### src/rtl/index_mem_wr_ptr.sv
// Descending write pointer: starts at the top slot, steps down per accepted byte,
// and returns to the top whenever a frame closes.
module index_mem_wr_ptr #(
    parameter int DEPTH  = 10,
    parameter int LO_IDX = 2,
    parameter int PTR_W  = 4
) (
    input  logic             clk,
    input  logic             rst,
    input  logic             accept,
    input  logic             frame_end,
    output logic [PTR_W-1:0] ptr,
    output logic             is_last
);

    localparam logic [PTR_W-1:0] TOP_IDX = PTR_W'(LO_IDX + DEPTH - 1);
    localparam logic [PTR_W-1:0] BOT_IDX = PTR_W'(LO_IDX);

    logic [PTR_W-1:0] ptr_q;
    logic [PTR_W-1:0] ptr_d;

    always_comb begin
        ptr_d = ptr_q;
        if (accept) begin
            ptr_d = frame_end ? TOP_IDX : ptr_q - PTR_W'(1);
        end
    end

    // NOTE: sequential state uses non-blocking assignment so every flop samples pre-edge values.
    always_ff @(posedge clk) begin
        if (rst) begin
            ptr_q <= TOP_IDX;
        end else begin
            ptr_q <= ptr_d;
        end
    end

    assign ptr     = ptr_q;
    assign is_last = (ptr_q == BOT_IDX);

endmodule

### config.mk
export PLATFORM = sky130hd
export DESIGN_NAME = index_mem_wr_ptr
export DESIGN_NICKNAME = d
export VERILOG_FILES = /design/src/rtl/index_mem_wr_ptr.sv
export SDC_FILE = /design/constraint.sdc
export NUM_CORES = 1
export LEC_CHECK = 0
export BUFFER_PORTS_ARGS = -buffer_cell sky130_fd_sc_hd__buf_4
export CAP_MARGIN = 30
export CORE_AREA = 3 3 40 42
export DETAILED_ROUTE_END_ITERATION = 16
export DIE_AREA = 0 0 43 45
export PLACE_DENSITY = 0.34
export REMOVE_ABC_BUFFERS = 1
export SETUP_SLACK_MARGIN = 0.3
export SLEW_MARGIN = 20
export SYNTH_ARGS = -nofsm -noshare
export SYNTH_HDL_FRONTEND = slang
export SYNTH_SLANG_ARGS = --single-unit
### constraint.sdc
create_clock -name clk -period 2.1 [get_ports clk]
set_input_delay 0.105 -clock clk [delete_from_list [all_inputs] [get_ports clk]]
set_output_delay 0.105 -clock clk [all_outputs]
set_load 0.02 [all_outputs]
==> flow_metrics.tcl <==
set metrics [dict create \
    routed_via_density 4.23 \
    hold_path.class "input pin to register" \
    grt_max_degree 7 \
    cp_data_required_time_ns 2.00 \
    dieArea_sq_um 1940 \
    h-tree-depth 1 \
    antenna_found_initial 0 \
    area_growth_pct 44.5 \
    rows 13 \
    path_max_fanout 5 \
    cpMaxStageDelayCell "dfxtp_1" \
    drv_slew 0 \
    crit_path_end_kind "output port" \
    cts-resized-gates 0 \
    power_density_nw_per_um2 591 \
    tns_ns 0 \
    path_cells "inv_1 > ha_1 > nor3b_1 > buf_4" \
    postCtsSetupBuffers 0 \
    max_cap_violations 0 \
    insertion_delay_ns 0.23 \
    cts_made_buffers 3 \
    synth_seq_cells 4 \
    firstDrtPassIters 4 \
    drive_gt1_share_pct 36.8 \
    drtIter0Drc 2 \
    wl_microns 522 \
    grtUsageTotal_pct 6.42 \
    rsz0062_at_grt "no" \
    grt_pass1_wl_microns 800 \
    routabilityCongestion 0.709 \
    grt_pass1_vias 184 \
    crit_type "register to output port" \
    overflow 0 \
    timing.fmax_mhz 762 \
    leakagePower_uw 0.000160 \
    synth.area.top_cells "dfxtp_1 (35%), ha_1 (11%), nor2_1 (6.6%)" \
    portBuffers 8 \
    holdWs_ns 0.0465 \
    cts_sinks 4 \
    worst_pin_slew_ns 0.201 \
    min_period_ns 1.31 \
    synth_top_area_share_pct 35.2 \
    final-hold-violation-count 0 \
    seq_area_frac_synth_pct 35.2 \
    hpwl_microns 421 \
    syn_area_per_cell_sq_um 8.43 \
    start_util_pct 17.7 \
    cts_tree "yes" \
    ff2ff_setup_slack_ns 0.96 \
    vias 224 \
    vdd_drop_max_mv 0.248 \
    setup_violations 0 \
    largest_register_ffs 4 \
    cp-start-kind "register" \
    ys_types 15 \
    postCtsHoldBufs 0 \
    clkSlewWorstSetupHoldPaths_ns 0.04 \
    post-route-drc-count 0 \
    core-area_sq_um 1280 \
    diodes 0 \
    status "finished clean" \
    die_h_microns 45 \
    critPathMaxStageDelay_ns 0.41 \
    cp_data_arrival_time_ns 1.21 \
    die_w_microns 43 \
    cts-root-buf "clkbuf_4" \
    maxSlewHeadroom_pct 86.5 \
    nets 46 \
    drt-wirelength-per-cell_microns 9.85 \
    fill_cells 146 \
    clock_skew_ns 0.00417 \
    syn-instance-count 27 \
    synth_area_sq_um 228 \
    yosysWarnings 0 \
    cts_buffer_depth 2 \
    fin_crit_sh_pct 62.5 \
    antenna_left 0 \
    synth_area_leader_cell "dfxtp_1" \
    num_io_pins 9 \
]
cells by family (layout without fill, tap and decap cells):
group	after synthesis	after routing	synth area share (%)
adders and majority gates	2	2	11.0
AOI/OAI and AO/OA	5	5	14.3
and+or+nand+nor	13	13	34.6
DFF	4	4	35.2
buffers and inverters	3	14	4.94
metal layers:
metal / track usage [%] / share of wire, % / vias to the layer above
met5: 0 / 0 / -
met4: 7.23 / 4.0 / 0
met3: 5.18 / 11 / 4
met2: 8.38 / 41 / 9
met1: 5.80 / 43 / 97
li1: - / - / 114
stage by stage:
step / cells / instance area, sq um / setup WS, ns / util (%) / power, uW
6_report: 53 / 329 / 0.788 / 25.6 / 194
5_1_grt: 53 / 329 / 0.721 / 25.6 / 206
4_1_cts: 53 / 329 / 0.778 / 25.6 / 199
3_5_place_dp: 50 / 307 / 0.974 / 23.9 / 103
3_3_place_gp: 50 / 307 / 0.980 / 23.9 / 102
2_1_floorplan: 27 / 228 / 0.790 / - / 90.7
cells in the final DEF (no fill, tap or decap), drive strengths merged:
| master | instances |
|---|---|
| clkbuf | 3 |
| nor3b | 1 |
| ha | 2 |
| dfxtp | 4 |
| inv | 3 |
| nor2 | 4 |
| o31ai | 1 |
| and3 | 1 |
| a21oi | 2 |
| nor3 | 2 |
| or2 | 1 |
| nor2b | 1 |
| buf | 8 |
| nand3b | 1 |
| nand2 | 2 |
| o21ai | 2 |
final timing paths:
path	from	to	cells past startpoint
worst min register to register	ptr[2]	ptr[2]	2
worst min-delay path	rst	ptr[2]	2
worst max-delay path	ptr[0]	is_last	4
worst max register to register	ptr[0]	ptr[1]	4
where the power goes:
group	internal, uW	leakage (uW)	switching [uW]
clock	63.8	0.0000138	29.9
combinational	10.1	0.000114	10.3
sequential	78.0	0.0000325	2.40
worst max-delay path, delay by kind of cell (launching register included):
| kind | cells | cell delay [ns] |
|---|---|---|
| adder cells (fa/ha/maj) | 1 | 0.19 |
| flip-flops | 1 | 0.41 |
| AND/OR/NAND/NOR | 1 | 0.13 |
| buffers and inverters | 2 | 0.25 |
cells in the mapped netlist:
cell type	count
nor2b_4	1
o21ai_0	2
nor3b_1	1
nor3_2	1
ha_1	2
nor3_1	1
nand3b_1	1
a21oi_1	2
inv_1	3
nor2_1	4
dfxtp_1	4
o31ai_2	1
and3_1	1
nand2_1	2
or2_1	1
area by class of cell:
cell class | instances | area (sq um) | area share (%)
well taps | 15 | 18.8 | 5.70
inverters | 3 | 11.3 | 3.42
clock buffers | 3 | 22.5 | 6.84
flip-flops and latches | 4 | 80.1 | 24.3
multi-input cells | 20 | 136 | 41.4
repair buffers | 8 | 60.1 | 18.3
(Power assumes the default switching activity.)
